[src/rtl/pos_reader_pkg.sv]
// Shared definitions for the cell position read sequencer.
package pos_reader_pkg;

  typedef enum logic [2:0] {
    IDLE,
    CNT_REQ,
    CNT_WAIT,
    STREAM,
    DRAIN,
    FINISH
  } state_t;

  localparam int RD_LATENCY = 2;
  localparam int COUNT_LSB  = 0;

endpackage

[src/rtl/pos_reader_fifo.sv]
// Synchronous skid FIFO holding {addr, data} entries for the read sequencer.
module pos_reader_fifo #(
  parameter  int WIDTH = 104,
  parameter  int DEPTH = 4,
  localparam int PW    = (DEPTH > 1) ? $clog2(DEPTH) : 1,
  localparam int CW    = $clog2(DEPTH + 1)
) (
  input  logic             clk,
  input  logic             rst,
  input  logic             push_i,
  input  logic [WIDTH-1:0] wdata_i,
  input  logic             pop_i,
  output logic [WIDTH-1:0] rdata_o,
  output logic [CW-1:0]    count_o,
  output logic             full_o,
  output logic             empty_o
);

  logic [WIDTH-1:0] mem_q [DEPTH];
  logic [PW-1:0]    wr_ptr_q;
  logic [PW-1:0]    rd_ptr_q;
  logic [CW-1:0]    count_q;
  logic             do_pop;

  function automatic logic [PW-1:0] ptr_inc(input logic [PW-1:0] p);
    return (p == PW'(DEPTH - 1)) ? '0 : p + PW'(1);
  endfunction

  assign full_o  = (count_q == CW'(DEPTH));
  assign empty_o = (count_q == '0);
  assign count_o = count_q;
  assign rdata_o = mem_q[rd_ptr_q];
  assign do_pop  = pop_i && !empty_o;

  // Storage is cleared on reset so the head reads zero while empty after reset.
  always_ff @(posedge clk or posedge rst) begin
    if (rst) begin
      for (int i = 0; i < DEPTH; i++) mem_q[i] <= '0;
      wr_ptr_q <= '0;
      rd_ptr_q <= '0;
      count_q  <= '0;
    end else begin
      if (push_i) begin
        mem_q[wr_ptr_q] <= wdata_i;
        wr_ptr_q        <= ptr_inc(wr_ptr_q);
      end
      if (do_pop) rd_ptr_q <= ptr_inc(rd_ptr_q);
      case ({push_i, do_pop})
        2'b10:   count_q <= count_q + CW'(1);
        2'b01:   count_q <= count_q - CW'(1);
        default: count_q <= count_q;
      endcase
    end
  end

  a_no_overflow: assert property (@(posedge clk) disable iff (rst)
    !(push_i && full_o && !pop_i));

endmodule

[src/rtl/pos_cell_reader.sv]
// Reads the particle count from a cell position RAM, then streams every record downstream.
// Optional POS_READER_CNT_CHECK_EN: clamp oversize counts and report them on cnt_err.
module pos_cell_reader
  import pos_reader_pkg::*;
#(
  parameter int DATA_WIDTH   = 96,
  parameter int PARTICLE_NUM = 220,
  parameter int ADDR_WIDTH   = 8,
  parameter int FIFO_DEPTH   = 4
) (
  input  logic                  clk,
  input  logic                  rst,
  input  logic                  start,
  output logic                  busy,
  output logic                  done,
  output logic [ADDR_WIDTH-1:0] cell_rd_addr,
  output logic                  cell_rd_en,
  output logic                  cell_wr_en,
  input  logic [DATA_WIDTH-1:0] cell_rd_data,
  output logic [DATA_WIDTH-1:0] pos_out,
  output logic                  pos_valid,
  input  logic                  pos_ready,
  output logic                  pos_last,
  output logic [ADDR_WIDTH-1:0] particle_id,
`ifdef POS_READER_CNT_CHECK_EN
  output logic                  cnt_err,
`endif
  output logic [ADDR_WIDTH-1:0] particle_cnt
);

  localparam int CW = $clog2(FIFO_DEPTH + 1);
  localparam int FW = ADDR_WIDTH + DATA_WIDTH;

  state_t                state_q, state_d;
  logic [ADDR_WIDTH-1:0] next_addr_q, next_addr_d;
  logic [ADDR_WIDTH-1:0] cnt_q, cnt_d;
  logic [1:0]            wait_q, wait_d;
  logic [RD_LATENCY-1:0] infl_v_q;
  logic [ADDR_WIDTH-1:0] infl_a_q [RD_LATENCY];
  logic                  issue;

  logic [CW-1:0]         fifo_count;
  logic                  fifo_empty;
  logic                  fifo_pop;
  logic [FW-1:0]         fifo_rdata;
  logic [ADDR_WIDTH-1:0] head_id;
  logic [CW:0]           credit_used;
  logic                  credit_ok;
  logic [ADDR_WIDTH-1:0] cnt_raw;
  logic [ADDR_WIDTH-1:0] cnt_sel;

  assign cnt_raw = cell_rd_data[COUNT_LSB +: ADDR_WIDTH];

`ifdef POS_READER_CNT_CHECK_EN
  localparam logic [ADDR_WIDTH-1:0] MAX_CNT = ADDR_WIDTH'(PARTICLE_NUM - 1);
  logic cnt_over;
  logic cnt_err_q;

  assign cnt_over = (cnt_raw > MAX_CNT);
  assign cnt_sel  = cnt_over ? MAX_CNT : cnt_raw;

  always_ff @(posedge clk or posedge rst) begin
    if (rst)                                          cnt_err_q <= 1'b0;
    else if (state_q == IDLE && start)                cnt_err_q <= 1'b0;
    else if (state_q == CNT_WAIT && wait_q == '0 && cnt_over) cnt_err_q <= 1'b1;
  end

  assign cnt_err = cnt_err_q;
`else
  assign cnt_sel = cnt_raw;
`endif

  // Outstanding reads plus buffered records never exceed the FIFO depth, so every return has a slot.
  assign credit_used = {1'b0, fifo_count} + (CW + 1)'($countones(infl_v_q));
  assign credit_ok   = (credit_used < (CW + 1)'(FIFO_DEPTH));
  assign fifo_pop    = !fifo_empty && pos_ready;

  always_comb begin
    state_d      = state_q;
    next_addr_d  = next_addr_q;
    cnt_d        = cnt_q;
    wait_d       = wait_q;
    cell_rd_en   = 1'b0;
    cell_rd_addr = '0;
    issue        = 1'b0;
    done         = 1'b0;
    case (state_q)
      IDLE: begin
        if (start) state_d = CNT_REQ;
      end
      CNT_REQ: begin
        cell_rd_en = 1'b1;
        wait_d     = 2'(RD_LATENCY - 1);
        state_d    = CNT_WAIT;
      end
      CNT_WAIT: begin
        if (wait_q == '0) begin
          cnt_d       = cnt_sel;
          next_addr_d = ADDR_WIDTH'(1);
          state_d     = (cnt_sel == '0) ? FINISH : STREAM;
        end else begin
          wait_d = wait_q - 2'd1;
        end
      end
      STREAM: begin
        if (credit_ok) begin
          cell_rd_en   = 1'b1;
          cell_rd_addr = next_addr_q;
          issue        = 1'b1;
          next_addr_d  = next_addr_q + ADDR_WIDTH'(1);
          if (next_addr_q == cnt_q) state_d = DRAIN;
        end
      end
      DRAIN: begin
        // Leave as the last record handshakes so done lands the following cycle.
        if (infl_v_q == '0 && (fifo_empty || (fifo_count == CW'(1) && fifo_pop)))
          state_d = FINISH;
      end
      FINISH: begin
        done    = 1'b1;
        state_d = IDLE;
      end
      default: state_d = IDLE;
    endcase
  end

  always_ff @(posedge clk or posedge rst) begin
    if (rst) begin
      state_q     <= IDLE;
      next_addr_q <= '0;
      cnt_q       <= '0;
      wait_q      <= '0;
      infl_v_q    <= '0;
      for (int i = 0; i < RD_LATENCY; i++) infl_a_q[i] <= '0;
    end else begin
      state_q     <= state_d;
      next_addr_q <= next_addr_d;
      cnt_q       <= cnt_d;
      wait_q      <= wait_d;
      infl_v_q    <= {infl_v_q[RD_LATENCY-2:0], issue};
      infl_a_q[0] <= cell_rd_addr;
      for (int i = 1; i < RD_LATENCY; i++) infl_a_q[i] <= infl_a_q[i-1];
    end
  end

  pos_reader_fifo #(
    .WIDTH (FW),
    .DEPTH (FIFO_DEPTH)
  ) u_fifo (
    .clk     (clk),
    .rst     (rst),
    .push_i  (infl_v_q[RD_LATENCY-1]),
    .wdata_i ({infl_a_q[RD_LATENCY-1], cell_rd_data}),
    .pop_i   (fifo_pop),
    .rdata_o (fifo_rdata),
    .count_o (fifo_count),
    .full_o  (),
    .empty_o (fifo_empty)
  );

  assign {head_id, pos_out} = fifo_rdata;
  assign pos_valid    = !fifo_empty;
  assign particle_id  = head_id;
  assign pos_last     = pos_valid && (head_id == cnt_q);
  assign particle_cnt = cnt_q;
  assign busy         = (state_q != IDLE);
  assign cell_wr_en   = 1'b0;

endmodule

[config.mk]
export PLATFORM = sky130hd
export DESIGN_NAME = pos_cell_reader
export DESIGN_NICKNAME = d
export VERILOG_FILES = /design/src/rtl/pos_reader_pkg.sv /design/src/rtl/pos_reader_fifo.sv /design/src/rtl/pos_cell_reader.sv
export SDC_FILE = /design/constraint.sdc
export NUM_CORES = 1
export LEC_CHECK = 0
export CAP_MARGIN = 20
export CORE_ASPECT_RATIO = 0.6
export CORE_MARGIN = 1
export CORE_UTILIZATION = 61
export DETAILED_ROUTE_END_ITERATION = 10
export GPL_TIMING_DRIVEN = 1
export PLACE_DENSITY = 0.85
export SLEW_MARGIN = 40
export SYNTH_ARGS = -nofsm -noshare
export SYNTH_HDL_FRONTEND = slang
export SYNTH_SLANG_ARGS = --single-unit
[constraint.sdc]
create_clock -name clk -period 39.8 [get_ports clk]
set_input_delay 3.98 -clock clk [delete_from_list [all_inputs] [get_ports clk]]
set_output_delay 3.98 -clock clk [all_outputs]
set_load 0.005 [all_outputs]
---- Word level (Yosys, flattened, before mapping) ----
Cells that the tools add are included.
storage, ports and cells
  bits in registers ....................... 462
  output and inout port bits .............. 126
cells by class
  reductions and logical operators ........ 21
  add/sub/neg operators ................... 8
  bitwise logic cells ..................... 2
  equality and inequality tests ........... 18
  multiplexer cells ....................... 27
  magnitude comparators ................... 4
operators by type and width
  operator                                                   count
  bitwise mux 416 bit                                        1
  2-to-1 mux 104 bit                                         3
  binary-select mux 104 bit (select 2 bit)                   1
  demux 104 bit (select 2 bit)                               1
  2-to-1 mux 8 bit                                           4
  2-to-1 mux 3 bit                                           6
  == test 8 bit                                              2
  one-hot mux 8 bit (2 select lines)                         1
  one-hot mux 3 bit (5 select lines)                         1
  inequality test 2 bit (second input constant)              6
  adder 8 x 1 -> 8 bit (second input constant)               1
  zero test 8 bit                                            1
  == test 2 bit (second input constant)                      3
  == test 3 x 1 -> 1 bit (second input constant)             2
  == test 3 x 2 -> 1 bit (second input constant)             2
  == test 3 bit (second input constant)                      2
  greater-or-equal comparator 3 bit (second input constant)  2
  logical AND 1 bit                                          6
  zero test 3 bit                                            2
  2-to-1 mux 2 bit                                           3
  NOT 2 -> 3 bit                                             2
  one-hot mux 3 bit (2 select lines)                         1
  nonzero test 2 bit                                         3
  AND reduction 5 bit                                        1
  other kinds (18)                                           23

---- Longest topological paths before layout ----
  depth in word-level cells ............... 8
  depth in mapped cells ................... 9

---- Cells and area by module ----
A second synthesis with hierarchy kept.
second synthesis, totals
  cells, all modules ...................... 1212
  area total of the unflattened synthesis .. 20189.4 um^2
by module, submodules not included
  module           seq. area each (um^2)  cells each  area each (um^2)  instances
  pos_reader_fifo  10585.2                1046        18356.4           1
  pos_cell_reader  975.9                  166         1833.0            1

---- Least setup slack after synthesis ----
OpenSTA, ideal clock, no wires.
  path kind ............................... register to output
  start ................................... reg u_fifo.count_q[0], in the netlist u_fifo.count_o[0]
  end ..................................... out cell_rd_addr[1]
  setup slack ............................. 34.182 ns
  data arrival time ....................... 1.638 ns
  stages on the path, launching flop included .. 7
  required time ........................... 35.820 ns
  cells stage by stage .................... dfrtp_1 > ha_1 > a21o_1 > a211o_1 > clkinv_2 > buf_2 > and2_1
on the way
  word-level cells in the longest chain between the ends .. 4
RTL lines
  item                         line                    text
  start: declaration           pos_reader_fifo.sv:22   logic [CW-1:0] count_q;
  start signal: assignment     pos_reader_fifo.sv:49   2'b10: count_q <= count_q + CW'(1);
  start signal: assignment     pos_reader_fifo.sv:50   2'b01: count_q <= count_q - CW'(1);
  start signal: assignment     pos_reader_fifo.sv:51   default: count_q <= count_q;
  adder 3 x 2 -> 4 bit         pos_cell_reader.sv:74   assign credit_used = {1'b0, fifo_count} + (CW + 1)'($countones(infl_v_q));
  < comparator 4 x 3 -> 1 bit  pos_cell_reader.sv:75   assign credit_ok = (credit_used < (CW + 1)'(FIFO_DEPTH));
  2-to-1 mux 8 bit             pos_cell_reader.sv:106  if (credit_ok) begin
  2-to-1 mux 8 bit             pos_cell_reader.sv:87   case (state_q)
  end: declaration             pos_cell_reader.sv:16   output logic [ADDR_WIDTH-1:0] cell_rd_addr,
No other way between the ends.

---- Worst setup path after layout ----
  start ................................... reg u_fifo.rd_ptr_q[1]
  end ..................................... out pos_last
on the way
  word-level cells in the longest chain between the ends .. 6
RTL lines
  item                                                    line                    text
  start: declaration                                      pos_reader_fifo.sv:21   logic [PW-1:0] rd_ptr_q;
  start signal: assignment                                pos_reader_fifo.sv:47   if (do_pop) rd_ptr_q <= ptr_inc(rd_ptr_q);
  NOT 2 -> 3 bit (implied by the code)                    pos_reader_fifo.sv:32   assign rdata_o = mem_q[rd_ptr_q];
  binary-select mux 104 bit (select 2 bit)                pos_reader_fifo.sv:32
  2-to-1 mux 104 bit (implied by the code) (2 in series)  pos_reader_fifo.sv:32
  == test 8 bit                                           pos_cell_reader.sv:164  assign pos_last = pos_valid && (head_id == cnt_q);
  logical AND 1 bit                                       pos_cell_reader.sv:164
  end: declaration                                        pos_cell_reader.sv:23   output logic pos_last,
No other way between the ends. The select of a mux whose other input is x is not followed.

==> impl_metrics.ini <==
[clock_network]
cts_setup_buffers = 0
clock_path_buffers = 3
h-tree-depth = 2
cts_made_buffers = 42
clock_latency_ns = 0.55
ctsRootBufferMaster = clkbuf_16
clkSlewWorstSetupHoldPaths_ns = 0.07
cts_tree = yes
cts.sinks = 462
ctsHoldBuffers = 0
post_cts_resized = 0

[setup_path]
r2r_end = u_fifo.mem_q[159]$_DFFE_PP0P_
cp-start-kind = register
cp.arrival_ns = 3.83
r2r-start = u_fifo.wr_ptr_q[0]$_DFFE_PP0P_
path_cells = buf_4, mux4_2, xnor2_1, nand4_1, nor3_1, clkdlybuf4s50_1
critPathKind = register to primary output
rrSetupSlack_ns = 37.30
endpoint_kind = primary output
max_stage_delay_ns = 0.77
reg2regPathDepth = 5
cp_max_fo = 37
critical_path.slowest_cell = dfrtp_4
critical-path-top-delay-family = buffers and inverters
cp.required_ns = 35.82
critPathBufInv = 2

[routing]
viasPerCell = 6.06
drt_iter0_drc = 725
first_pass_iters = 4
antenna_left = 0
wl_per_cell_um = 23.2
wirelength_um = 43600
num_vias = 11351
route.detailed.drc = 0

[sta]
finalHoldViolCount = 0
slew_headroom_pct = 44.0
fin_tns_setup_ns = 0
period_share_pct = 19.6
rsz0062_at_grt = false
fmax_mhz = 128
finalSetupViolations = 0
setup_ws_ns = 31.99
fin_worst_skew_ns = 0.0150
slew_violations = 0
tightest_slew_ns = 0.840
period_needed_ns = 7.81
hold_slack_ns = 0.353

[placed_design]
port_buffers = 224
post-place-ws_ns = 32.52
gp_congestion = 0.810
place_area_mm2 = 0.0226
dp_hpwl_um = 26900

[final_layout]
syn2layout_area_growth_pct = 20.3
multiInputGateArea_mm2 = 0.00809
layout_common_cells = dfrtp_1 (460), mux2_2 (426), clkdlybuf4s50_1 (224)
nNetsFinal = 1538
drive_above_1_share_pct = 42.5
fin_util_pct = 75.9
nFillCells = 1878
layout_commonest_cell = dfrtp_1
seqCellArea_mm2 = 0.0116
final_area_mm2 = 0.0241

[synth]
synth.avg_cell_area_um2 = 16.4
synthCells = 1220
yosysUniqueCellTypes = 37
ys_ff_latch = 462
synth_nets = 1333
synth_area_mm2 = 0.0200
yosys_warnings = 0
ys_seq_area_share_pct = 57.7

[grt]
grt_usage_pct = 26.8
grt_pass1_wl_um = 69500
grt_pass1_vias = 12278
grt_max_degree = 108
antenna_found_initial = 0
grt-ovfl-total = 0

[worst_hold_path]
hp-start = infl_a_q[14]$_DFF_PP0_
hold_path_end = infl_a_q[6]$_DFF_PP0_
min_path_cells = 0
worstHoldPathType = register to register

[die]
start_util_pct = 63.2
die_y_um = 142
die_w_um = 236
ios = 226
core_mm2 = 0.0317
dieArea_mm2 = 0.0336
num_rows = 50

[power]
powerDensity_mw_per_mm2 = 87.0
ir_worst_vdd_mv = 0.0389
power.leakage_nw = 10.2

[status]
outcome = finished clean

[job]
timing.max_cap.violations = 0
kinds of logic (layout without fill, tap and decap cells):
group	Yosys count	in the layout	share of synthesized area, %
multiplexers	537	537	35.9
XOR/XNOR	22	22	0.962
adder cells (fa/ha/maj)	13	13	0.812
other	1	3	0.0187
AO/OA/AOI/OAI	33	33	0.931
buffers and inverters	88	324	2.02
flip-flops	462	462	57.7
AND/OR/NAND/NOR	64	64	1.67
power by group:
| part | total [W] | switching [W] | leakage (nW) | internal (W) |
|---|---|---|---|---|
| Sequential | 0.000831 | 0.000142 | 5.51 | 0.000689 |
| Combinational | 0.000840 | 0.000291 | 3.97 | 0.000549 |
| Clock | 0.000425 | 0.000175 | 0.724 | 0.000250 |
cell usage after synthesis:
library cell | number | share of area [%]
nand3b_1 | 1 | 0.037
a22o_1 | 1 | 0.044
buf_4 | 4 | 0.15
nor4_1 | 5 | 0.16
xnor2_1 | 10 | 0.44
nor3b_1 | 1 | 0.037
and3_1 | 3 | 0.094
ha_1 | 13 | 0.81
inv_1 | 11 | 0.21
nand2_1 | 14 | 0.26
mux2i_1 | 9 | 0.45
buf_1 | 23 | 0.43
nor2b_1 | 2 | 0.062
o21bai_1 | 1 | 0.037
mux4_2 | 102 | 11
conb_1 | 1 | 0.019
o21ai_0 | 16 | 0.40
a21o_1 | 3 | 0.11
nand3_1 | 2 | 0.050
a211o_1 | 1 | 0.044
nor3_1 | 7 | 0.17
clkbuf_1 | 7 | 0.13
dfrtp_1 | 462 | 58
clkinv_2 | 1 | 0.025
buf_2 | 41 | 1.0
a21oi_1 | 8 | 0.20
nor2_1 | 10 | 0.19
nand2b_1 | 5 | 0.16
or3_1 | 2 | 0.062
xor2_1 | 12 | 0.52
o22ai_1 | 1 | 0.031
mux2_2 | 426 | 24
nand4_1 | 3 | 0.094
and2_4 | 1 | 0.044
buf_6 | 1 | 0.056
a31oi_1 | 2 | 0.062
and2_1 | 8 | 0.25
flip-flops by register name (all words and copies together), names as in the netlist:
register,count
wait_q,2
u_fifo.count_o,3
infl_v_q,2
u_fifo.rd_ptr_q,2
infl_a_q,16
next_addr_q,8
state_q,3
u_fifo.mem_q,416
u_fifo.wr_ptr_q,2
particle_cnt,8
cell type report:
cell class	instances	share of cell area, %
Sequential cell	462	48.0
Multi-Input combinational cell	670	33.6
Timing Repair Buffer	237	9.87
Clock buffer	60	5.28
Tap cell	416	2.16
Clock inverter	15	0.815
Inverter	12	0.223
Antenna cell	2	0.0208
worst max-delay path by stage:
stage                     cells after the start                             to                           start  slack [ns]
final                                         6                       pos_last  u_fifo.rd_ptr_q[1]$_DFFE_PP0P_       31.99
after global routing                          6                       pos_last  u_fifo.rd_ptr_q[1]$_DFFE_PP0P_       31.73
after CTS                                     6                       pos_last  u_fifo.rd_ptr_q[1]$_DFFE_PP0P_       31.86
after detailed placement                      6                       pos_last  u_fifo.rd_ptr_q[1]$_DFFE_PP0P_       32.52
after global placement                        5  u_fifo.mem_q[240]$_DFFE_PP0P_                             rst       31.93
after floorplan                               1          infl_a_q[0]$_DFF_PP0_                             rst       22.94
per-layer routing:
metal  share of wire [%]  wire length (um)  GRT usage (%)  vias to the layer above
met3                 4.7              2050           5.29                       59
li1                    -                 -              -                     4928
met2                  48             20900           42.7                      241
met5                   0                 0              0                        -
met1                  46             19800           38.6                     6123
met4                 1.8               767           6.43                        0
metrics by stage:
| step | power [W] | cells |
|---|---|---|
| 3_5_place_dp | 0.00168 | 1797 |
| 3_3_place_gp | 0.00164 | 1797 |
| 4_1_cts | 0.00211 | 1872 |
| 2_1_floorplan | 0.00131 | 1220 |
| 5_1_grt | 0.00221 | 1872 |
| 6_report | 0.00210 | 1874 |
No activity file was read; power rests on OpenSTA's default activity.
